===== src/rtl/rs15_9_enc.sv =====
// Systematic RS(15,9) encoder over GF(2^4) (x^4+x+1): echoes 9 message symbols
// on a valid/ready stream, then appends the 6 parity symbols held in an LFSR.
`timescale 1ns/1ps
module rs15_9_enc #(
    parameter int DATA_WIDTH = 4,
    parameter int N          = 15,
    parameter int K          = 9
) (
    input  logic                  clk,
    input  logic                  rst_n,
    input  logic                  in_valid,
    output logic                  in_ready,
    input  logic [DATA_WIDTH-1:0] in_data,
    output logic                  out_valid,
    input  logic                  out_ready,
    output logic [DATA_WIDTH-1:0] out_data,
    output logic                  out_sop,
    output logic                  out_eop,
    output logic                  out_par
);
    localparam int NPAR = N - K;

    // g(x) coefficients g_5..g_0; the leading x^6 term is implicit.
    localparam logic [NPAR-1:0][3:0] GEN = {4'd7, 4'd9, 4'd3, 4'd12, 4'd10, 4'd12};

    typedef enum logic {DATA, PARITY} state_t;

    state_t     state_reg;
    logic [3:0] cnt_reg;
    logic [2:0] pcnt_reg;
    logic [3:0] r_reg      [NPAR];
    logic [3:0] r_div_next [NPAR];
    logic [3:0] r_sh_next  [NPAR];
    logic [3:0] fb;
    logic       free;
    logic       in_xfer;
    logic       par_load;

    function automatic logic [3:0] gf_mul(input logic [3:0] a, input logic [3:0] b);
        logic [3:0] p;
        logic [3:0] x;
        p = 4'd0;
        x = a;
        for (int i = 0; i < 4; i++) begin
            if (b[i]) p = p ^ x;
            x = {x[2:0], 1'b0} ^ {2'b00, x[3], x[3]};
        end
        return p;
    endfunction

    assign free     = !out_valid | out_ready;
    assign in_ready = (state_reg == DATA) & free;
    assign in_xfer  = in_valid & in_ready;
    assign par_load = (state_reg == PARITY) & free;
    assign fb       = in_data ^ r_reg[NPAR-1];

    generate
        for (genvar gi = 0; gi < NPAR; gi++) begin : g_lfsr
            if (gi == 0) begin : g_first
                assign r_div_next[gi] = gf_mul(fb, GEN[gi]);
                assign r_sh_next[gi]  = 4'd0;
            end else begin : g_rest
                assign r_div_next[gi] = r_reg[gi-1] ^ gf_mul(fb, GEN[gi]);
                assign r_sh_next[gi]  = r_reg[gi-1];
            end
        end
    endgenerate

    always_ff @(posedge clk or negedge rst_n) begin
        if (!rst_n) begin
            state_reg <= DATA;
            cnt_reg   <= 4'd0;
            pcnt_reg  <= 3'd0;
            out_valid <= 1'b0;
            out_data  <= '0;
            out_sop   <= 1'b0;
            out_eop   <= 1'b0;
            out_par   <= 1'b0;
            for (int i = 0; i < NPAR; i++) r_reg[i] <= 4'd0;
        end else if (in_xfer) begin
            out_data  <= in_data;
            out_valid <= 1'b1;
            out_sop   <= (cnt_reg == 4'd0);
            out_par   <= 1'b0;
            out_eop   <= 1'b0;
            for (int i = 0; i < NPAR; i++) r_reg[i] <= r_div_next[i];
            if (cnt_reg == 4'(K - 1)) begin
                cnt_reg   <= 4'd0;
                state_reg <= PARITY;
            end else begin
                cnt_reg <= cnt_reg + 4'd1;
            end
        end else if (par_load) begin
            // Shifting zeros in leaves the LFSR clear for the next codeword.
            out_data  <= r_reg[NPAR-1];
            out_valid <= 1'b1;
            out_par   <= 1'b1;
            out_sop   <= 1'b0;
            out_eop   <= (pcnt_reg == 3'(NPAR - 1));
            for (int i = 0; i < NPAR; i++) r_reg[i] <= r_sh_next[i];
            if (pcnt_reg == 3'(NPAR - 1)) begin
                pcnt_reg  <= 3'd0;
                state_reg <= DATA;
            end else begin
                pcnt_reg <= pcnt_reg + 3'd1;
            end
        end else if (out_ready) begin
            out_valid <= 1'b0;
        end
    end

endmodule


===== config.mk =====
export PLATFORM = sky130hd
export DESIGN_NAME = rs15_9_enc
export DESIGN_NICKNAME = d
export VERILOG_FILES = /design/src/rtl/rs15_9_enc.sv
export SDC_FILE = /design/constraint.sdc
export NUM_CORES = 1
export LEC_CHECK = 0
export ABC_AREA = 1
export CORE_ASPECT_RATIO = 0.9
export CORE_MARGIN = 2
export CORE_UTILIZATION = 43
export DETAILED_ROUTE_END_ITERATION = 16
export HOLD_SLACK_MARGIN = 0.15
export SLEW_MARGIN = 5
export SYNTH_ARGS = -nofsm -noshare
export SYNTH_HDL_FRONTEND = slang
export SYNTH_SLANG_ARGS = --single-unit
export TNS_END_PERCENT = 30

===== constraint.sdc =====
create_clock -name clk -period 2 [get_ports clk]
set_clock_uncertainty 0.1 [all_clocks]
set_input_delay 0.3 -clock clk [delete_from_list [all_inputs] [get_ports clk]]
set_output_delay 0.3 -clock clk [all_outputs]
set_load 0.01 [all_outputs]

== Word-level counts from Yosys, hierarchy flattened ==
Index checks and enable logic that the tools add are counted.

* Flip-flop bits (word level): 40
* Input port bits: 8
* Word-level logic and storage cells: 65
* Output and inout bits: 9

* Bitwise logic cells: 20
* Mux-type cells: 19
* $add $sub $neg: 2
* Reduce and logical (&&, ||, !) cells: 7
* Equality and inequality tests: 3

{| class="wikitable"
|+ Operator list
! operator !! number
|-
| two-way mux 24 bit || 2
|-
| bitwise XOR 4 bit || 11
|-
| two-way mux 1 bit || 13
|-
| two-way mux 4 bit || 3
|-
| bitwise XOR 4 x 2 -> 4 bit || 3
|-
| adder 4 x 1 -> 4 bit, second input constant || 1
|-
| == test 4 bit, second input constant || 1
|-
| zero test 4 bit || 1
|-
| nonzero test 2 bit || 2
|-
| adder 3 x 1 -> 3 bit, second input constant || 1
|-
| bitwise AND 1 bit || 3
|-
| == test 3 bit, second input constant || 1
|-
| two-way mux 3 bit || 1
|-
| AND reduction 3 bit || 1
|-
| nonzero test 3 bit || 1
|-
| inequality test 2 x 1 -> 1 bit, second input constant || 1
|-
| NOT 1 bit || 2
|-
| AND reduction 2 bit || 1
|-
| zero test 1 bit || 1
|-
| OR 1 bit || 1
|}

== Longest topological paths before layout ==
Gate-level depths: netlist of the first run.

* Depth after elaboration: 7
* Mapped depth: 11
* Depth with buffers taken out: 10

== Worst setup path after synthesis of the first run ==
Ideal clock, no wire load.

* Kind: reg-to-reg
* From: register out_valid
* To: register r_reg[11] (netlist bit)
* Clock period less this slack: 1.409 ns
* Path buffers: 2
* Cell stages (with the launch flop): 9
* Slack: 0.591 ns
* Library setup time: 0.131 ns
* Required time: 1.769 ns
* Arrival: 1.178 ns
* Cells stage by stage: dfrtp_1 -> nand2_2 -> nand2_2 -> nor2_8 -> buf_6 -> buf_6 -> nand2_1 -> nand3_1 -> o211ai_1

* Longest elaborated chain between the ends: 5
* Elaborated cells between the ends (all ways): 7
* Those cells by class: 1 x mux; 4 x bitwise; 2 x reduce/logical

{| class="wikitable"
|+ RTL lines
! what !! RTL line !! text
|-
| from (decl) || 14 || <nowiki>output logic out_valid,</nowiki>
|-
| from (signal assigned) || 74 || <nowiki>out_valid <= 1'b0;</nowiki>
|-
| from (signal assigned) || 82 || <nowiki>out_valid <= 1'b1;</nowiki>
|-
| from (signal assigned) || 96 || <nowiki>out_valid <= 1'b1;</nowiki>
|-
| zero test 1 bit * || 51 || <nowiki>assign free = !out_valid | out_ready;</nowiki>
|-
| OR 1 bit * || 51 ||
|-
| bitwise AND 1 bit || 52 || <nowiki>assign in_ready = (state_reg == DATA) & free;</nowiki>
|-
| bitwise AND 1 bit || 53 || <nowiki>assign in_xfer = in_valid & in_ready;</nowiki>
|-
| two-way mux 24 bit / nonzero test 2 bit (equally long branches) || - ||
|-
| to (decl) || 31 || <nowiki>logic [3:0] r_reg [NPAR];</nowiki>
|}

Mark *: on every way between the ends. The rest lies on a longest branch, timed or not.
A chain may end at the register's enable or synchronous reset.

== Worst setup path in the final report of the first run ==
* From: register out_valid
* To: output port out_valid

No word-level cell between the ends.

==> results.yml, run 1 <==
timing:
  timing.hold.ws_ns: 0.3888
  setup_ws_ns: 0.3632
  fin_crit_ns: 1.637
  max_freq_ghz: 0.6109
  hold_viol_final: 0
  post-route-period-util_pct: 81.84
  tightest_slew_ns: 0.4935
  setup_viol: 0
  slew_violations: 0
  relSlewSlack_pct: 67.10
  rsz0062_at_grt: "no"
  setup-tns-final_ns: 0
layout:
  syn2layout_area_growth_pct: 18.53
  layout.nets: 302
  final.fill_count: 452
  drive_above_1_share_pct: 14.68
  final_core_util_pct: 52.46
  seq_area_sq_mm: 0.001001
  largest_register_ffs: 24
  num_antenna_cells: 0
  final_cells: 358
  multiInputGateArea_sq_um: 958.4
worst_hold_path:
  min_from: "out_eop"
  hold_class: "register to register"
  min_to: "out_eop"
  hold_depth: 2
worst_setup_path:
  crit_start: "out_valid"
  rr_startpoint: "out_valid"
  path_cells: "clkdlybuf4s50_1"
  worstReg2RegEnd: "r_reg[16]"
  crit_required_ns: 1.60
  cp-start-kind: "register"
  r2r_setup_slack_ns: 0.50
  critPathTopFamily: "buffers and inverters"
  ff2ff_path_depth: 7
  critical_path.max_fanout: 3
  crit_path_max_incr_delay_ns: 0.55
  crit_type: "register to output port"
  cp.buffers_inverters: 1
  cp_slowest_cell: "clkdlybuf4s50_1"
  worstPathArrival_ns: 1.24
  endpoint_kind: "output port"
place:
  finalWeightedCongestion: 0.8113
  pre_cts_ws_ns: 0.03471
  dp_hpwl_mm: 3.216
  placed_cells: 349
  io_buffers: 16
detailed_routing:
  first_pass_iters: 4
  drc: 0
  routed_via_density: 4.874
  routedWlPerCell_um: 11.87
  drt-total-wl_mm: 4.248
  num_vias: 1745
  drt.antenna.violating_nets: 0
  dr.first_iter.drc_count: 84
clock_tree:
  cts_made_buffers: 5
  cts_sinks: 40
  cts.path.max_buffers: 2
  h-tree-depth: 2
  clkSlewWorstSetupHoldPaths_ns: 0.07
  clock_latency_ns: 0.29
  root_buffer: "clkbuf_8"
  cts_tree: "done"
  cts_setup_buffers: 0
logic_synthesis:
  avgSynthCellArea_sq_um: 7.975
  synth_xor_xnor_area_share_pct: 1.658
  async_flop_share_pct: 100.0
  synth_top_family_by_area: "simple AND/OR/NAND/NOR gates"
  synth_area_leaders: "dfrtp_1 (47%), nand2_1 (16%), nand3_1 (8.3%), inv_1 (3.6%), nand2_2 (3.0%)"
  synthesis.nets: 275
  synth_edf_count: 0
  yosysTopAreaCellShare_pct: 47.37
  yosysMostFrequentCell: "nand2_1"
  ys_types: 31
  synth_seq_cells: 40
  synth_warnings: 0
  ys_seq_area_share_pct: 47.37
  netlist_area_sq_mm: 0.002113
  synth-main-ff-cell: "dfrtp_1"
  synth_simple_gate_area_share_pct: 32.98
  synth_cells: 265
  yosysTopAreaCell: "dfrtp_1"
  synth_common_cells: "nand2_1 (92), dfrtp_1 (40), nand3_1 (35), inv_1 (20), nand2_2 (10)"
  synthAdderAreaFrac_pct: 1.184
  synthMuxAreaShare_pct: 0
  synth_compound_area_share_pct: 9.532
global_route:
  grt_pass1_vias: 1698
  antenna_found_initial: 0
  grt_usage_pct: 18.05
  grt_overflow: 0
  grt_max_degree: 22
  grt_first_pass_wirelength_mm: 7.714
power:
  irDropWorstVdd_uv: 824.5
  powerDensity_mw_per_mm2: 1508
  p_leak_nw: 1.219
run:
  drv_cap: 0
floorplanning:
  die_x_um: 77.90
  pin_count: 17
  die_h_um: 70.51
  dieArea_sq_mm: 0.005492
  initial_core_util_pct: 44.26
  core_area_sq_mm: 0.004775
  rows: 24
status:
  outcome: "finished clean"
-- per-stage QoR --
step | total power [mW] | cell area (sq um)
floorplan | 2.704 | 2113
global placement | 3.222 | 2400
detailed placement | 3.267 | 2400
CTS | 3.834 | 2502
global route | 4.167 | 2505
finish | 3.777 | 2505
-- report_power, final --
group / internal, mW / leakage [nW] / total (mW) / switching (mW)
Combinational: 0.716 / 0.681 / 1.74 / 1.02
Clock: 0.275 / 0.0510 / 0.546 / 0.271
Sequential: 1.21 / 0.487 / 1.49 / 0.285
Total: 2.20 / 1.22 / 3.78 / 1.58
-- routing by layer --
metal | GRT usage, % | share of wire (%)
met4 | 5.458 | 1.6
met5 | 0 | 0
met2 | 26.92 | 43
met1 | 25.54 | 53
met3 | 5.426 | 2.9
-- cells in the final DEF, fill, tap and decap left out, types with 2 or more instances in the layout --
cell type and n:
o21ai_0 3, or2_1 2, clkinv_2 2, xor2_1 4
nand2_1 92, nor2_1 5, dfrtp_1 40, inv_1 20
nand3_1 35, o21ai_1 9, o221ai_1 4, nand4_1 2
o211ai_1 7, ha_1 2, inv_2 8, clkdlybuf4s50_1 14
clkbuf_8 6, nand2_2 10, buf_4 7, a21oi_1 2
nand3_2 2, buf_12 2
-- layout make-up --
class	count	share of cell area, %
clock inverters	2	0.3996
inverters	29	4.446
repair buffers	26	10.39
flip-flops and latches	40	39.96
well taps	65	3.247
multi-input cells	190	38.26
clock buffers	6	3.297
-- logic make-up after synthesis --
kind of cell | after synthesis
simple gates | 153
flops | 40
buf+inv | 35
compound gates | 31
xor+xnor | 4
fa+ha+maj | 2
-- how the worst max path moves through the flow --
| stage | endpoint | slack [ns] | cells past startpoint |
|---|---|---|---|
| floorplan | r_reg[11] | 0.59 | 8 |
| global route | cnt_reg[3] | 0.25 | 10 |
| CTS | in_ready | 0.03 | 6 |
| global placement | in_ready | 0.05 | 6 |
| detailed placement | in_ready | 0.03 | 6 |
| finish | out_valid | 0.36 | 1 |
-- what timing repair did --
item,CTS,global route
hold buffers,1,0
resized for setup,0,1
setup endpoints to repair,0,1
hold endpoints to repair,20,0
Note: power is estimated with default switching activity, not from simulation.
==> inputs of run 2 (changes only) <==
==> constraint.sdc (replaced) <==
create_clock -name clk -period 1.7 [get_ports clk]
set_clock_uncertainty 0.1 [all_clocks]
set_input_delay 0.255 -clock clk [delete_from_list [all_inputs] [get_ports clk]]
set_output_delay 0.255 -clock clk [all_outputs]
set_load 0.01 [all_outputs]
==> results.yml, run 2 (same netlist as run 1, synthesis figures left out) <==
worst_hold_path:
  min_from: "cnt_reg[3]"
  hold_depth: 1
  min_to: "out_sop"
  hold_class: "register to register"
place:
  io_buffers: 16
  dp_hpwl_mm: 3.268
  finalWeightedCongestion: 0.7607
  placed_cell_area_sq_mm: 0.002555
floorplanning:
  pin_count: 17
  die_x_um: 77.90
  die_h_um: 70.51
  dieArea_sq_mm: 0.005492
  core_area_sq_mm: 0.004775
  initial_core_util_pct: 44.26
  rows: 24
clock_tree:
  root_buffer: "clkbuf_8"
  cts_sinks: 40
  h-tree-depth: 2
  cts_made_buffers: 5
  clock_latency_ns: 0.29
  clkSlewWorstSetupHoldPaths_ns: 0.08
  cts_setup_buffers: 0
  cts_tree: "done"
  cts.path.max_buffers: 2
layout:
  drive_above_1_share_pct: 19.61
  layout.nets: 321
  layout_common_cells: "nand2_1 (91), dfrtp_1 (40), nand3_1 (35), buf_4 (25), inv_1 (20)"
  stdcell_area_sq_mm: 0.002651
  multiInputGateArea_sq_um: 968.4
  final.fill_count: 447
  final_common_cell: "nand2_1"
  largest_register_ffs: 24
  final_core_util_pct: 55.53
  num_antenna_cells: 0
  syn2layout_area_growth_pct: 25.46
  seq_area_sq_mm: 0.001001
worst_setup_path:
  worstReg2RegEnd: "r_reg[0]"
  cp-start-kind: "primary input"
  rr_startpoint: "r_reg[0]"
  crit_type: "primary input to output port"
  critical_path.max_fanout: 2
  crit_required_ns: 1.34
  ff2ff_path_depth: 10
  endpoint_kind: "output port"
  worstPathArrival_ns: 1.24
  r2r_setup_slack_ns: 0.19
detailed_routing:
  num_vias: 1830
  drt-total-wl_mm: 4.488
  drt.antenna.violating_nets: 0
  first_pass_iters: 4
  drc: 0
  routedWlPerCell_um: 11.94
  routed_via_density: 4.867
  dr.first_iter.drc_count: 111
timing:
  max_freq_ghz: 0.6261
  post-route-period-util_pct: 93.96
  setup_viol: 0
  relSlewSlack_pct: 65.44
  setup-tns-final_ns: 0
  tightest_slew_ns: 0.5184
  hold_viol_final: 0
  timing.hold.ws_ns: 0.3748
  rsz0062_at_grt: "no"
  fin_crit_ns: 1.597
  slew_violations: 0
power:
  p_leak_nw: 1.299
  irDropWorstVdd_uv: 770.9
  powerDensity_mw_per_mm2: 1753
run:
  drv_cap: 0
global_route:
  grt_first_pass_wirelength_mm: 7.914
  grt_overflow: 0
  grt_usage_pct: 18.36
  grt_pass1_vias: 1704
  grt_max_degree: 41
  grt-busiest-layer: "met2"
  grt_use_met2_pct: 27.39
  grt_use_met3_pct: 3.876
  use_met1_pct: 26.88
  antenna_found_initial: 0
status:
  outcome: "finished clean"
## run 2: changes by cell type in the layout (fill, tap and decap cells not counted), sizes merged
cell	previous run	this run
buf	10	29
clkinv	2	1
dlygate4sd2	0	1
dlymetal6s2s	1	0
## run 2: cell type report
class | count | area share, %
multi-input cells | 190 | 36.53
clock buffers | 6 | 2.737
well taps | 65 | 3.067
flip-flops and latches | 40 | 37.75
repair buffers | 45 | 15.53
inverters | 29 | 4.200
clock inverters | 1 | 0.1888
## run 2: per-layer routing
metal	vias to the layer above	routed length, um
li1	954	-
met1	845	2372
met2	24	1923
met3	7	131
met4	0	61
met5	-	0
## run 2: stage by stage
stage | power, mW | cells | setup WS, ns
2_1_floorplan | 3.181 | 265 | 0.2913
3_3_place_gp | 4.034 | 368 | -0.1662
3_5_place_dp | 4.075 | 368 | -0.1651
4_1_cts | 4.688 | 376 | 0.09643
5_1_grt | 5.103 | 376 | 0.01278
6_report | 4.648 | 376 | 0.1027
## run 2: worst max-delay path by stage
stage,start,cells after the start,endpoint,slack (ns)
3_5_place_dp,out_ready,6,in_ready,-0.17
5_1_grt,in_data[0],10,r_reg[9],0.01
3_3_place_gp,out_ready,6,in_ready,-0.17
2_1_floorplan,out_valid,8,r_reg[11],0.29
4_1_cts,out_ready,6,in_ready,0.1
6_report,out_ready,6,in_ready,0.10
## run 2: where the power goes
| group | internal (mW) | switching (mW) | total, mW |
|---|---|---|---|
| logic | 1.03 | 1.26 | 2.29 |
| registers | 1.42 | 0.339 | 1.76 |
| clock network | 0.279 | 0.314 | 0.593 |
## run 2: what timing repair did
item                                   in CTS  in global routing
endpoints found under the hold margin      40                  0
cloned                                      0                  0
gates resized for setup                     1                  2
setup endpoints to repair                   1                  1
hold buffers                                1                  0
## run 2: worst max-delay path, cell delays in order
cell             delay (ns)
clkdlybuf4s50_1        0.47
inv_2                  0.05
nand2_2                0.05
nand2_2                0.08
inv_1                  0.08
dlygate4sd2_1          0.26
